## config.mk

```make
export PLATFORM = sky130hd
export DESIGN_NAME = nice_mem_burst_if_flat
export DESIGN_NICKNAME = d
export VERILOG_FILES = /design/src/rtl/nice_mem_burst_if_if.sv /design/src/rtl/nice_mem_burst_if.sv /design/src/flat_wrapper.sv
export SDC_FILE = /design/constraint.sdc
export NUM_CORES = 1
export LEC_CHECK = 0
export CORE_MARGIN = 8
export CORE_UTILIZATION = 35
export DETAILED_ROUTE_END_ITERATION = 10
export PLACE_DENSITY = 0.63
export SLEW_MARGIN = 20
export SYNTH_ARGS = -nofsm -noshare
export SYNTH_HDL_FRONTEND = slang
export SYNTH_SLANG_ARGS = --single-unit
```

## constraint.sdc

```tcl
create_clock -name nice_clk -period 5 [get_ports nice_clk]
set_input_delay 1 -clock nice_clk [delete_from_list [all_inputs] [get_ports nice_clk]]
set_output_delay 1 -clock nice_clk [all_outputs]
set_load 0.01 [all_outputs]
```

## src/rtl/nice_mem_burst_if_if.sv

```systemverilog
// NICE ICB master channel: command and response halves of the core memory port.
interface nice_mem_burst_if_if #(
  parameter int ADDR_W = 32,
  parameter int DATA_W = 32
);
  logic              nice_icb_cmd_valid;
  logic              nice_icb_cmd_ready;
  logic [ADDR_W-1:0] nice_icb_cmd_addr;
  logic              nice_icb_cmd_read;
  logic [DATA_W-1:0] nice_icb_cmd_wdata;
  logic [1:0]        nice_icb_cmd_size;
  logic              nice_icb_rsp_valid;
  logic              nice_icb_rsp_ready;
  logic [DATA_W-1:0] nice_icb_rsp_rdata;
  logic              nice_icb_rsp_err;

  modport master (
    output nice_icb_cmd_valid, nice_icb_cmd_addr, nice_icb_cmd_read,
           nice_icb_cmd_wdata, nice_icb_cmd_size, nice_icb_rsp_ready,
    input  nice_icb_cmd_ready, nice_icb_rsp_valid, nice_icb_rsp_rdata, nice_icb_rsp_err
  );

  modport slave (
    input  nice_icb_cmd_valid, nice_icb_cmd_addr, nice_icb_cmd_read,
           nice_icb_cmd_wdata, nice_icb_cmd_size, nice_icb_rsp_ready,
    output nice_icb_cmd_ready, nice_icb_rsp_valid, nice_icb_rsp_rdata, nice_icb_rsp_err
  );
endinterface

```

## src/rtl/nice_mem_burst_if.sv

```systemverilog
// Burst load/store engine on the NICE ICB port with in-order read FIFO.
// Optional NICE_MEMIF_STRIDE_EN: per-request byte stride instead of fixed 4.
module nice_mem_burst_if #(
  parameter int ADDR_W    = 32,
  parameter int DATA_W    = 32,
  parameter int LEN_W     = 16,
  parameter int MAX_OUTST = 4
) (
  input  logic               nice_clk,
  input  logic               nice_rst,
  input  logic               req_valid,
  output logic               req_ready,
  input  logic [1:0]         req_op,
  input  logic [ADDR_W-1:0]  req_base_addr,
  input  logic [LEN_W-1:0]   req_len,
  input  logic [ADDR_W-1:0]  req_stride,
  output logic               rd_valid,
  input  logic               rd_ready,
  output logic [DATA_W-1:0]  rd_data,
  input  logic               wr_valid,
  output logic               wr_ready,
  input  logic [DATA_W-1:0]  wr_data,
  output logic               busy,
  output logic               done,
  output logic               err,
  nice_mem_burst_if_if.master icb,
  output logic               nice_mem_holdup
);
  localparam int PW = (MAX_OUTST > 1) ? $clog2(MAX_OUTST) : 1;
  localparam int CW = PW + 1;
  localparam logic [CW-1:0] MAX_C = CW'(MAX_OUTST);

  typedef enum logic [1:0] {S_IDLE, S_ISSUE, S_DRAIN, S_DONE} state_t;

  state_t            state;
  logic [1:0]        op_q;
  logic [ADDR_W-1:0] addr_q, stride_q;
  logic [LEN_W-1:0]  len_q, idx_q;
  logic [CW-1:0]     outst_q, fifo_cnt;
  logic [PW-1:0]     wptr, rptr;
  logic [DATA_W-1:0] mem [MAX_OUTST];

  logic issue, is_store, load_room, store_room;
  logic cmd_fire, rsp_fire, push, pop;

  assign issue      = (state == S_ISSUE);
  assign is_store   = (op_q == 2'b11);
  // Load issue reserves a FIFO slot per command so responses never stall.
  assign load_room  = ({1'b0, outst_q} + {1'b0, fifo_cnt}) < {1'b0, MAX_C};
  assign store_room = outst_q < MAX_C;

  assign icb.nice_icb_cmd_valid = issue & (is_store ? (wr_valid & store_room) : load_room);
  assign icb.nice_icb_cmd_addr  = addr_q;
  assign icb.nice_icb_cmd_read  = issue & ~is_store;
  assign icb.nice_icb_cmd_wdata = (issue & is_store) ? wr_data : '0;
  assign icb.nice_icb_cmd_size  = 2'b10;
  assign icb.nice_icb_rsp_ready = busy;

  assign wr_ready = issue & is_store & wr_valid & store_room & icb.nice_icb_cmd_ready;

  assign cmd_fire = icb.nice_icb_cmd_valid & icb.nice_icb_cmd_ready;
  // Responses with nothing outstanding (e.g. stragglers after reset) are dropped.
  assign rsp_fire = icb.nice_icb_rsp_valid & icb.nice_icb_rsp_ready & (outst_q != '0);
  assign push     = rsp_fire & ~is_store;
  assign pop      = rd_valid & rd_ready;

  assign rd_valid        = (fifo_cnt != '0);
  assign rd_data         = rd_valid ? mem[rptr] : '0;
  assign nice_mem_holdup = busy;

`ifndef NICE_MEMIF_STRIDE_EN
  logic unused_stride;
  assign unused_stride = ^req_stride;
`endif

  always_ff @(posedge nice_clk) begin
    if (push) mem[wptr] <= icb.nice_icb_rsp_rdata;
  end

  always_ff @(posedge nice_clk) begin
    if (nice_rst) begin
      wptr     <= '0;
      rptr     <= '0;
      fifo_cnt <= '0;
    end else begin
      if (push) wptr <= wptr + PW'(1);
      if (pop)  rptr <= rptr + PW'(1);
      fifo_cnt <= fifo_cnt + CW'(push) - CW'(pop);
    end
  end

  always_ff @(posedge nice_clk) begin
    if (nice_rst) begin
      state     <= S_IDLE;
      req_ready <= 1'b1;
      busy      <= 1'b0;
      done      <= 1'b0;
      err       <= 1'b0;
      op_q      <= '0;
      addr_q    <= '0;
      stride_q  <= '0;
      len_q     <= '0;
      idx_q     <= '0;
      outst_q   <= '0;
    end else begin
      done    <= 1'b0;
      outst_q <= outst_q + CW'(cmd_fire) - CW'(rsp_fire);
      if (rsp_fire && icb.nice_icb_rsp_err) err <= 1'b1;
      case (state)
        S_IDLE: if (req_valid) begin
          op_q      <= req_op;
          addr_q    <= req_base_addr;
          len_q     <= req_len;
`ifdef NICE_MEMIF_STRIDE_EN
          stride_q  <= req_stride;
`else
          stride_q  <= ADDR_W'(4);
`endif
          idx_q     <= '0;
          outst_q   <= '0;
          err       <= 1'b0;
          req_ready <= 1'b0;
          if (req_op == 2'b00 || req_len == '0) begin
            state <= S_DONE;
            done  <= 1'b1;
          end else begin
            state <= S_ISSUE;
            busy  <= 1'b1;
          end
        end
        S_ISSUE: if (cmd_fire) begin
          idx_q  <= idx_q + LEN_W'(1);
          addr_q <= addr_q + stride_q;
          if (idx_q + LEN_W'(1) == len_q) state <= S_DRAIN;
        end
        S_DRAIN: if (outst_q == '0 && fifo_cnt == '0) begin
          state <= S_DONE;
          busy  <= 1'b0;
          done  <= 1'b1;
        end
        default: begin
          state     <= S_IDLE;
          req_ready <= 1'b1;
        end
      endcase
    end
  end
endmodule

```

## src/flat_wrapper.sv

```systemverilog
// flat-port wrapper written by rule: the top's interface ports become plain ports
module nice_mem_burst_if_flat 
#(
  parameter int ADDR_W    = 32,
  parameter int DATA_W    = 32,
  parameter int LEN_W     = 16,
  parameter int MAX_OUTST = 4
)
  (nice_clk, nice_rst, req_valid, req_ready, req_op, req_base_addr, req_len, req_stride, rd_valid, rd_ready, rd_data, wr_valid, wr_ready, wr_data, busy, done, err, nice_mem_holdup, icb_nice_icb_cmd_valid, icb_nice_icb_cmd_addr, icb_nice_icb_cmd_read, icb_nice_icb_cmd_wdata, icb_nice_icb_cmd_size, icb_nice_icb_rsp_ready, icb_nice_icb_cmd_ready, icb_nice_icb_rsp_valid, icb_nice_icb_rsp_rdata, icb_nice_icb_rsp_err);
  nice_mem_burst_if_if #(.ADDR_W(ADDR_W), .DATA_W(DATA_W)) icb_i ();
  input  logic nice_clk;
  input  logic nice_rst;
  input  logic req_valid;
  output logic req_ready;
  input  logic [1:0] req_op;
  input  logic [ADDR_W-1:0] req_base_addr;
  input  logic [LEN_W-1:0] req_len;
  input  logic [ADDR_W-1:0] req_stride;
  output logic rd_valid;
  input  logic rd_ready;
  output logic [DATA_W-1:0] rd_data;
  input  logic wr_valid;
  output logic wr_ready;
  input  logic [DATA_W-1:0] wr_data;
  output logic busy;
  output logic done;
  output logic err;
  output logic nice_mem_holdup;
  output wire logic [$bits(icb_i.nice_icb_cmd_valid)-1:0] icb_nice_icb_cmd_valid;
  output wire logic [$bits(icb_i.nice_icb_cmd_addr)-1:0] icb_nice_icb_cmd_addr;
  output wire logic [$bits(icb_i.nice_icb_cmd_read)-1:0] icb_nice_icb_cmd_read;
  output wire logic [$bits(icb_i.nice_icb_cmd_wdata)-1:0] icb_nice_icb_cmd_wdata;
  output wire logic [$bits(icb_i.nice_icb_cmd_size)-1:0] icb_nice_icb_cmd_size;
  output wire logic [$bits(icb_i.nice_icb_rsp_ready)-1:0] icb_nice_icb_rsp_ready;
  input wire logic [$bits(icb_i.nice_icb_cmd_ready)-1:0] icb_nice_icb_cmd_ready;
  input wire logic [$bits(icb_i.nice_icb_rsp_valid)-1:0] icb_nice_icb_rsp_valid;
  input wire logic [$bits(icb_i.nice_icb_rsp_rdata)-1:0] icb_nice_icb_rsp_rdata;
  input wire logic [$bits(icb_i.nice_icb_rsp_err)-1:0] icb_nice_icb_rsp_err;
  assign icb_nice_icb_cmd_valid = icb_i.nice_icb_cmd_valid;
  assign icb_nice_icb_cmd_addr = icb_i.nice_icb_cmd_addr;
  assign icb_nice_icb_cmd_read = icb_i.nice_icb_cmd_read;
  assign icb_nice_icb_cmd_wdata = icb_i.nice_icb_cmd_wdata;
  assign icb_nice_icb_cmd_size = icb_i.nice_icb_cmd_size;
  assign icb_nice_icb_rsp_ready = icb_i.nice_icb_rsp_ready;
  assign icb_i.nice_icb_cmd_ready = icb_nice_icb_cmd_ready;
  assign icb_i.nice_icb_rsp_valid = icb_nice_icb_rsp_valid;
  assign icb_i.nice_icb_rsp_rdata = icb_nice_icb_rsp_rdata;
  assign icb_i.nice_icb_rsp_err = icb_nice_icb_rsp_err;
  nice_mem_burst_if #(.ADDR_W(ADDR_W), .DATA_W(DATA_W), .LEN_W(LEN_W), .MAX_OUTST(MAX_OUTST)) u_core (.nice_clk(nice_clk), .nice_rst(nice_rst), .req_valid(req_valid), .req_ready(req_ready), .req_op(req_op), .req_base_addr(req_base_addr), .req_len(req_len), .req_stride(req_stride), .rd_valid(rd_valid), .rd_ready(rd_ready), .rd_data(rd_data), .wr_valid(wr_valid), .wr_ready(wr_ready), .wr_data(wr_data), .busy(busy), .done(done), .err(err), .icb(icb_i), .nice_mem_holdup(nice_mem_holdup));
endmodule
```

==> run_results.csv, run 1 <==
group,metric,value,unit
power_and_ir_drop,ir_drop,0.233,mV
critical_path,crit_fanout,34,
timing,min_period_over_period,81.1,%
die,io_pins,262,
status,status,"complete, no violations",
synth,syn_nets,1085,
critical_path,critPathKind,"reg2out",
final_layout,diodes,0,
synth,synth_edf_count,128,
routing,dr.pass1.iters,5,
synth,yosysSeqAreaShare,55.3,%
critical_path,r2r-end,"u_core.idx_q[9]$_SDFFE_PP0P_",
die,initial_core_util,35.2,%
timing,setup_viol,0,
final_layout,drive_above_1_share,8.66,%
synth,yosys-top-cells-area,"edfxtp_1, dfxtp_1, mux4_2",
timing,relSlewSlack,33.5,%
critical_path,crit_arrival,3.06,ns
timing,tightestPinTransition,0.996,ns
final_layout,design_area,13400,um^2
critical_path,r2r_cells,10,
clock_network,cts.clk_slew.worst_paths,0.06,ns
global_route,grt_max_degree,63,
final_layout,nNetsFinal,1287,
timing,rsz0062_at_grt,"false",
final_layout,fin_util,47.2,%
routing,totalWireLength,26500,um
final_layout,syn2layout_area_growth,34.1,%
routing,drt-initial-drc-count,365,
timing,finalWorstPathRequiredPeriod,4.06,ns
global_route,grt_pass1_vias,7640,
timing,fin_setup_tns,0,ns
placed_design,place_area,12600,um^2
synth,ys_types,67,
flow_run,max_cap_violations,0,
critical_path,regToRegStartpoint,"u_core.state[1]$_SDFFE_PP0P_",
synth,synth_flop_cell,"edfxtp_1",
critical_path,required,4.00,ns
critical_path,cp_common_cell,"inv_1",
critical_path,slowest_stage,"and3_1",
clock_network,clk_path_buf_depth,3,
min_path,min_path_cells,2,
clock_network,cts_made_buffers,23,
critical_path,crit_path_end_kind,"primary output",
power_and_ir_drop,cellLeakagePower,0.00452,uW
placed_design,dp_hpwl,17900,um
synth,synth_top_cell_area_share,38.4,%
routing,ant_nets,0,
synth,synth-seq-cells,213,
global_route,grt_pass1_wl,41200,um
clock_network,cts_tree,"yes",
critical_path,critPathMaxStageDelay,0.74,ns
die,die_area,34300,um^2
final_layout,final_cell_mix,"clkdlybuf4s50_1, edfxtp_1, nand2_1, dfxtp_1, and2_1",
routing,drcViolationCount,0,
clock_network,cts.sink_count,213,
global_route,antenna_found_initial,3,
critical_path,critical_path.cell_chain,"inv_1 -> ha_2 -> and3_1 -> nand4b_1 -> inv_1 -> clkdlybuf4s50_1",
placed_design,gp_congestion,0.816,
critical_path,worst_setup_path_start_kind,"register",
clock_network,cts_max_level,1,
clock_network,cts_setup_buffers,0,
critical_path,r2r_setup_slack,1.45,ns
synth,synth_top_area_cell,"edfxtp_1",
timing,fmax,247,MHz
clock_network,insertion_delay,0.51,ns
global_route,grt_usage,14.8,%
synth,synth-warning-count,0,
timing,finalMaxSlewViolations,0,
clock_network,hold_buffers,0,
timing,skew,0.0150,ns
synth,synth_async_sr_flop_share,0,%
min_path,min_from,"u_core.len_q[4]$_SDFFE_PP0P_",
global_route,grt-ovfl-total,0,
clock_network,postCtsResizedCells,0,
die,rows,62,
critical_path,critPathCapture,"wr_ready",
die,dieHeight,185,um
synth,synthCells,912,
routing,wire_per_inst,17.5,um
critical_path,worstSetupStartpoint,"u_core.state[1]$_SDFFE_PP0P_",
final_layout,layout_commonest_cell,"clkdlybuf4s50_1",
die,coreArea,28500,um^2
timing,hold_viol_final,0,
synth,syn_area,10000,um^2
min_path,min_path_type,"reg2reg",
synth,syn_area_per_cell,11.0,um^2
power_and_ir_drop,powerDensity,471,nW/um^2
clock_network,cts_root_buffer,"clkbuf_16",
die,die_width,185,um
routing,viasPerCell,4.97,
placed_design,portBuffers,227,
routing,vias,7526,
synth_stat cells (3+ instances only):
cell	number
nor2b_1	11
buf_2	6
inv_1	24
nand4b_1	3
buf_4	4
dfxtp_1	85
xnor2_1	13
or3_1	4
o32ai_1	3
and3_1	6
o21ai_0	41
and2_1	73
nand4_1	12
nand2_1	98
a21o_1	6
nand3_1	29
edfxtp_1	128
o22ai_1	4
nor2_1	63
nand2b_1	4
ha_1	17
or4_1	4
nor4_1	13
mux2i_1	4
xor2_1	11
a22oi_1	6
clkbuf_1	43
a21oi_1	70
buf_1	6
nor3_1	30
a211oi_1	11
mux4_2	32
through the flow:
| stage | worst slack, ns | hold WS, ns | total power (uW) | cells |
|---|---|---|---|---|
| after CTS | 0.908 | 0.470 | 6430 | 1515 |
| after floorplan | 2.13 | 0.445 | 3580 | 912 |
| after global placement | 1.42 | 0.461 | 4540 | 1473 |
| final | 0.945 | 0.468 | 6330 | 1515 |
| after global routing | 0.623 | 0.495 | 6720 | 1515 |
| after detailed placement | 1.44 | 0.462 | 4550 | 1473 |
cell families (layout without fill, tap and decap cells):
kind of cell,count (synthesis),after routing,synth area share [%]
other cells,2,2,0.0750
mux,38,38,7.82
flops,213,213,55.3
compound gates,166,166,9.98
buf+inv,85,304,3.48
simple gates,365,365,18.7
fa+ha+maj,19,19,2.52
xor+xnor,24,24,2.10
metal layers:
layer | wire (um) | track usage (%) | vias up | part of all wire (%)
li1 | - | - | 3719 | -
met1 | 11300 | 18.0 | 3599 | 43
met2 | 12900 | 26.1 | 167 | 49
met3 | 1880 | 4.30 | 35 | 7.1
met4 | 386 | 2.37 | 6 | 1.5
met5 | 39 | 0 | - | 0.15
power by group:
part           internal, uW  leakage (uW)  switching, uW
Clock                  1160      0.000394            688
Sequential             2030       0.00185            213
Combinational          1080       0.00228           1160
Total                  4270       0.00452           2060
sequential cells by signal, indices dropped and copies added, names as in the netlist, 2 cells and up, named ones only:
register,cells
u_core.wptr,2
u_core.len_q,16
u_core.mem,128
u_core.op_q,2
u_core.idx_q,16
u_core.fifo_cnt,3
u_core.outst_q,3
u_core.icb.nice_icb_cmd_addr,32
u_core.rptr,2
u_core.state,2
final cells by class:
class	count	area, um^2
Fill cell	2618	15000
Sequential cell	213	5550
Multi-Input combinational cell	614	4140
Timing Repair Buffer	237	2350
Clock buffer	26	587
Tap cell	384	480
Clock inverter	16	236
Inverter	25	93.8
worst min-delay path by stage:
stage | slack (ns) | to
finish | 0.47 | u_core.len_q[4]$_SDFFE_PP0P_
global placement | 0.46 | u_core.len_q[4]$_SDFFE_PP0P_
CTS | 0.47 | u_core.len_q[12]$_SDFFE_PP0P_
detailed placement | 0.46 | u_core.len_q[12]$_SDFFE_PP0P_
floorplan | 0.44 | u_core.stride_q[2]$_SDFFE_PP0P_
global route | 0.49 | u_core.len_q[11]$_SDFFE_PP0P_
worst max-delay path: cells and delay by family (launching register included):
kind          cells  cell delay [ns]
simple gates      2             1.22
buf+inv           3             0.80
fa+ha+maj         1             0.19
flops             1             0.33
No activity file was read; power rests on OpenSTA's default activity.
==> run 2, diff against run 1 <==
--- a/config.mk
+++ b/config.mk
@@ -8,7 +8,7 @@
 export CORE_MARGIN = 8
 export CORE_UTILIZATION = 35
 export DETAILED_ROUTE_END_ITERATION = 10
-export PLACE_DENSITY = 0.63
+export PLACE_DENSITY = 0.65
 export SLEW_MARGIN = 20
 export SYNTH_ARGS = -nofsm -noshare
 export SYNTH_HDL_FRONTEND = slang
==> constraint.sdc (replaced) <==
create_clock -name nice_clk -period 3.4 [get_ports nice_clk]
set_input_delay 0.68 -clock nice_clk [delete_from_list [all_inputs] [get_ports nice_clk]]
set_output_delay 0.68 -clock nice_clk [all_outputs]
set_load 0.01 [all_outputs]
==> run_results.csv, run 2 (synthesis gave the netlist of run 1 again) <==
group,metric,value,unit
status,status,"complete, no violations",
timing,fin_setup_tns,0,ns
power_and_ir_drop,p_comb_share,37.2,%
global_route,grt_max_degree,62,
routing,drcViolationCount,0,
final_layout,largest_reg_flops,128,
global_route,antenna_found_initial,4,
clock_network,cts_setup_buffers,0,
clock_network,cts_tree,"yes",
placed_design,gp_congestion,0.826,
clock_network,cts_max_level,1,
critical_path,r2r_setup_slack,0.63,ns
critical_path,slowest_stage,"clkdlybuf4s50_1",
power_and_ir_drop,power.switching,3040,uW
routing,highest_layer,"met5",
global_route,grt_usage,15.1,%
clock_network,cts.clk_slew.worst_paths,0.06,ns
critical_path,critPathKind,"reg2out",
power_and_ir_drop,p_seq_share,35.3,%
critical_path,crit_arrival,2.43,ns
min_path,hold_end,"u_core.len_q[12]$_SDFFE_PP0P_",
die,die_area,34300,um^2
power_and_ir_drop,cellLeakagePower,0.00456,uW
power_and_ir_drop,switching_share,33.0,%
global_route,grt-ovfl-total,0,
flow_run,max_cap_violations,0,
power_and_ir_drop,p_total,9220,uW
routing,wl_met1,11400,um
min_path,min_path_type,"reg2reg",
final_layout,final_cell_mix,"clkdlybuf4s50_1, edfxtp_1, nand2_1, dfxtp_1, and2_1",
timing,finalWorstPathRequiredPeriod,3.11,ns
placed_design,place_inst,1487,
die,dieHeight,185,um
routing,ant_nets,0,
placed_design,portBuffers,227,
critical_path,worst_setup_path_start_kind,"register",
timing,finalMaxSlewViolations,0,
power_and_ir_drop,p_clk_share,27.5,%
timing,skew,0.0237,ns
critical_path,regToRegStartpoint,"u_core.idx_q[0]$_SDFFE_PP0P_",
min_path,min_path_cells,2,
routing,totalWireLength,26800,um
routing,routed-wl-met2,13000,um
critical_path,critPathMaxStageDelay,0.54,ns
routing,dr.pass1.iters,5,
critical_path,r2r_cells,8,
clock_network,postCtsResizedCells,0,
die,io_pins,262,
die,rows,62,
final_layout,layout_commonest_cell,"clkdlybuf4s50_1",
routing,wire_per_inst,17.6,um
critical_path,critical_path.cell_chain,"inv_1 -> ha_2 -> and3_1 -> buf_4 -> nand4b_1 -> buf_4 -> inv_1 -> clkdlybuf4s50_1",
clock_network,cts_made_buffers,23,
final_layout,nNetsFinal,1301,
placed_design,dp_hpwl,18500,um
timing,relSlewSlack,45.8,%
power_and_ir_drop,intPower,6180,uW
global_route,grt_pass1_wl,42200,um
power_and_ir_drop,powerDensity,683,nW/um^2
timing,hold_viol_final,0,
final_layout,syn2layout_area_growth,34.7,%
global_route,grt_pass1_vias,7929,
clock_network,insertion_delay,0.51,ns
timing,fmax,322,MHz
timing,min_period_over_period,91.4,%
die,coreArea,28500,um^2
critical_path,crit_fanout,19,
routing,vias,7682,
final_layout,fill_cells,2593,
clock_network,cts_root_buffer,"clkbuf_16",
die,die_width,185,um
critical_path,r2r-end,"u_core.state[0]$_SDFFE_PP0P_",
routing,drt-initial-drc-count,418,
final_layout,stdcell_count,1528,
timing,tightestPinTransition,0.813,ns
timing,rsz0062_at_grt,"false",
routing,wl_met3,1930,um
final_layout,drive_above_1_share,9.54,%
clock_network,hold_buffers,0,
critical_path,crit_path_end_kind,"primary output",
clock_network,cts.sink_count,213,
clock_network,clk_path_buf_depth,3,
die,initial_core_util,35.2,%
power_and_ir_drop,ir_drop,0.366,mV
final_layout,top_register,"u_core.mem",
critical_path,required,2.72,ns
min_path,min_from,"u_core.len_q[12]$_SDFFE_PP0P_",
routing,viasPerCell,5.03,
final_layout,fin_util,47.4,%
timing,setup_viol,0,
[run 2: cell types whose count changed in the layout (fill, tap and decap cells not counted), sizes merged]
cell    previous run  this run
clkinv             5         6
diode              0         2
bufinv             6         4
buf               11        25
inv               27        26
clkbuf            26        25
[run 2: worst max-delay path by stage]
stage                                 start                      endpoint  slack (ns)  depth (start not counted)
2_1_floorplan  u_core.idx_q[0]$_SDFFE_PP0P_  u_core.state[0]$_SDFFE_PP0P_        0.83                          8
3_3_place_gp                    req_len[12]  u_core.state[1]$_SDFFE_PP0P_        0.53                          9
3_5_place_dp                    req_len[13]  u_core.state[1]$_SDFFE_PP0P_        0.51                          9
4_1_cts        u_core.state[1]$_SDFFE_PP0P_                      wr_ready        0.24                          8
5_1_grt        u_core.state[1]$_SDFFE_PP0P_                      wr_ready        0.14                          8
6_report       u_core.state[1]$_SDFFE_PP0P_                      wr_ready        0.29                          8
[run 2: cell type report]
class	instances	area, um^2	area share (%)
clock buffer	25	583	4.32
tap	384	480	3.56
inverter	25	93.8	0.695
antenna	2	5.00	0.0371
clock inverter	14	180	1.33
sequential	213	5550	41.1
timing repair buffer	251	2470	18.3
multi-input combinational	614	4140	30.6
[run 2: through the flow]
stage          hold slack (ns)  cell area, um^2  setup slack [ns]
6_report                 0.466            13500             0.293
5_1_grt                  0.494            13500             0.138
4_1_cts                  0.471            13500             0.238
3_5_place_dp             0.463            12700             0.505
3_3_place_gp             0.459            12700             0.533
2_1_floorplan            0.445            10000             0.830
[run 2: critical path, delay by kind of cell, from the launching register on]
family | cells | cell delay [ns]
buffers and inverters | 5 | 1.08
flip-flops | 1 | 0.32
AND/OR/NAND/NOR | 2 | 0.31
adder cells (fa/ha/maj) | 1 | 0.20
[run 2: power groups by stage]
stage	clock network [uW]	registers, uW	logic, uW
floorplan	0	3310	1950
global placement	0	3300	3430
detailed placement	0	3310	3470
CTS	2600	3260	3490
global route	2700	3300	3800
finish	2530	3260	3430
[run 2: layer usage]
metal | GRT usage, % | vias up
met3 | 4.18 | 42
met1 | 18.5 | 3688
met5 | 0 | -
li1 | - | 3745
met4 | 3.43 | 4
met2 | 26.1 | 203
==> run 3, diff against run 2 <==
--- a/config.mk
+++ b/config.mk
@@ -5,11 +5,12 @@
 export SDC_FILE = /design/constraint.sdc
 export NUM_CORES = 1
 export LEC_CHECK = 0
+export CAP_MARGIN = 25
 export CORE_MARGIN = 8
 export CORE_UTILIZATION = 35
 export DETAILED_ROUTE_END_ITERATION = 10
-export PLACE_DENSITY = 0.65
-export SLEW_MARGIN = 20
+export PLACE_DENSITY = 0.59
+export SLEW_MARGIN = 10
 export SYNTH_ARGS = -nofsm -noshare
 export SYNTH_HDL_FRONTEND = slang
 export SYNTH_SLANG_ARGS = --single-unit
==> run_results.csv, run 3 (synthesis gave the netlist of run 1 again) <==
group,metric,value,unit
clock_network,cts_max_level,1,
power_and_ir_drop,powerDensity,685,nW/um^2
final_layout,design_area,13500,um^2
routing,drcViolationCount,0,
placed_design,place_area,12700,um^2
clock_network,postCtsResizedCells,0,
die,initial_core_util,35.2,%
global_route,grt-ovfl-total,0,
timing,rsz0062_at_grt,"false",
global_route,grt_usage,14.9,%
critical_path,crit_arrival,2.37,ns
clock_network,clk_path_buf_depth,3,
critical_path,critPathKind,"reg2out",
power_and_ir_drop,cellLeakagePower,0.00456,uW
global_route,grt_pass1_vias,7639,
min_path,min_path_type,"reg2reg",
die,io_pins,262,
critical_path,worst_setup_path_start_kind,"register",
clock_network,insertion_delay,0.49,ns
final_layout,syn2layout_area_growth,34.6,%
final_layout,top_register,"u_core.mem",
flow_run,max_cap_violations,0,
power_and_ir_drop,ir_drop,0.357,mV
routing,vias,7598,
routing,dr.pass1.iters,4,
critical_path,crit_path_end_kind,"primary output",
clock_network,cts_setup_buffers,0,
timing,finalMaxSlewViolations,0,
final_layout,final_cell_mix,"clkdlybuf4s50_1, edfxtp_1, nand2_1, dfxtp_1, and2_1",
timing,finalWorstPathRequiredPeriod,3.05,ns
final_layout,layout_commonest_cell,"clkdlybuf4s50_1",
critical_path,crit_fanout,33,
timing,fmax,328,MHz
timing,fin_setup_tns,0,ns
routing,viasPerCell,4.98,
die,die_area,34300,um^2
placed_design,gp_congestion,0.836,
die,dieHeight,185,um
final_layout,largest_reg_flops,128,
clock_network,cts.clk_slew.worst_paths,0.06,ns
placed_design,portBuffers,227,
global_route,antenna_found_initial,4,
clock_network,hold_buffers,0,
clock_network,cts_made_buffers,23,
timing,min_period_over_period,89.6,%
final_layout,nNetsFinal,1299,
final_layout,drive_above_1_share,9.63,%
clock_network,cts_root_buffer,"clkbuf_16",
routing,ant_nets,0,
critical_path,required,2.72,ns
status,status,"complete, no violations",
clock_network,cts_tree,"yes",
global_route,grt_pass1_wl,41300,um
placed_design,dp_worst_setup_slack,0.538,ns
routing,totalWireLength,26600,um
routing,drt-initial-drc-count,346,
global_route,grt_max_degree,48,
timing,setup_viol,0,
final_layout,fill_cells,2585,
final_layout,diodes,0,
routing,wire_per_inst,17.5,um
clock_network,cts.sink_count,213,
die,coreArea,28500,um^2
timing,skew,0.0147,ns
timing,tightestPinTransition,0.871,ns
die,rows,62,
timing,hold_viol_final,0,
die,die_width,185,um
timing,relSlewSlack,41.8,%
placed_design,dp_hpwl,18400,um
timing,setup_slack,0.352,ns
run 3: area by class of cell:
cell class	instances	area, um^2	area share, %
Clock buffer	25	583	4.32
Clock inverter	16	185	1.37
Inverter	25	93.8	0.696
Multi-Input combinational cell	614	4140	30.7
Sequential cell	213	5550	41.1
Tap cell	384	480	3.56
Timing Repair Buffer	249	2460	18.2
run 3: report_power, final:
| group | internal, uW | switching [uW] |
|---|---|---|
| registers | 2980 | 280 |
| logic | 1660 | 1770 |
| clock network | 1540 | 994 |
| total | 6190 | 3040 |
run 3: path summary, 6_finish.rpt:
path | startpoint | to | slack (ns) | cells after the start
setup / recovery | u_core.state[1]$_SDFFE_PP0P_ | icb_nice_icb_cmd_wdata[21] | 0.35 | 6
setup reg to reg | u_core.idx_q[0]$_SDFFE_PP0P_ | u_core.state[1]$_SDFFE_PP0P_ | 0.55 | 8
hold reg to reg | u_core.len_q[12]$_SDFFE_PP0P_ | u_core.len_q[12]$_SDFFE_PP0P_ | 0.47 | 2
hold / removal | u_core.len_q[12]$_SDFFE_PP0P_ | u_core.len_q[12]$_SDFFE_PP0P_ | 0.47 | 2
run 3: worst max-delay path: stages, from the launching register on:
cell and delay, ns:
dfxtp_1 0.33, inv_1 0.11, ha_2 0.22, and3_1 0.20
buf_4 0.27, and2_1 0.20, clkdlybuf4s50_1 0.55
run 3: layer usage:
layer	up-vias	GRT usage [%]	share of wire, %
li1	3743	-	-
met1	3643	18.3	43
met2	169	25.6	49
met3	35	4.28	7.2
met4	8	3.07	1.4
met5	-	0	0.20
run 3: stage by stage:
step	hold WS (ns)	std cells	utilization (%)	power, uW
6_report	0.469	1526	47.4	9230
5_1_grt	0.498	1526	47.4	9790
4_1_cts	0.473	1526	47.4	9380
3_5_place_dp	0.464	1485	44.7	6800
3_3_place_gp	0.456	1485	44.7	6770
2_1_floorplan	0.445	912	-	5260
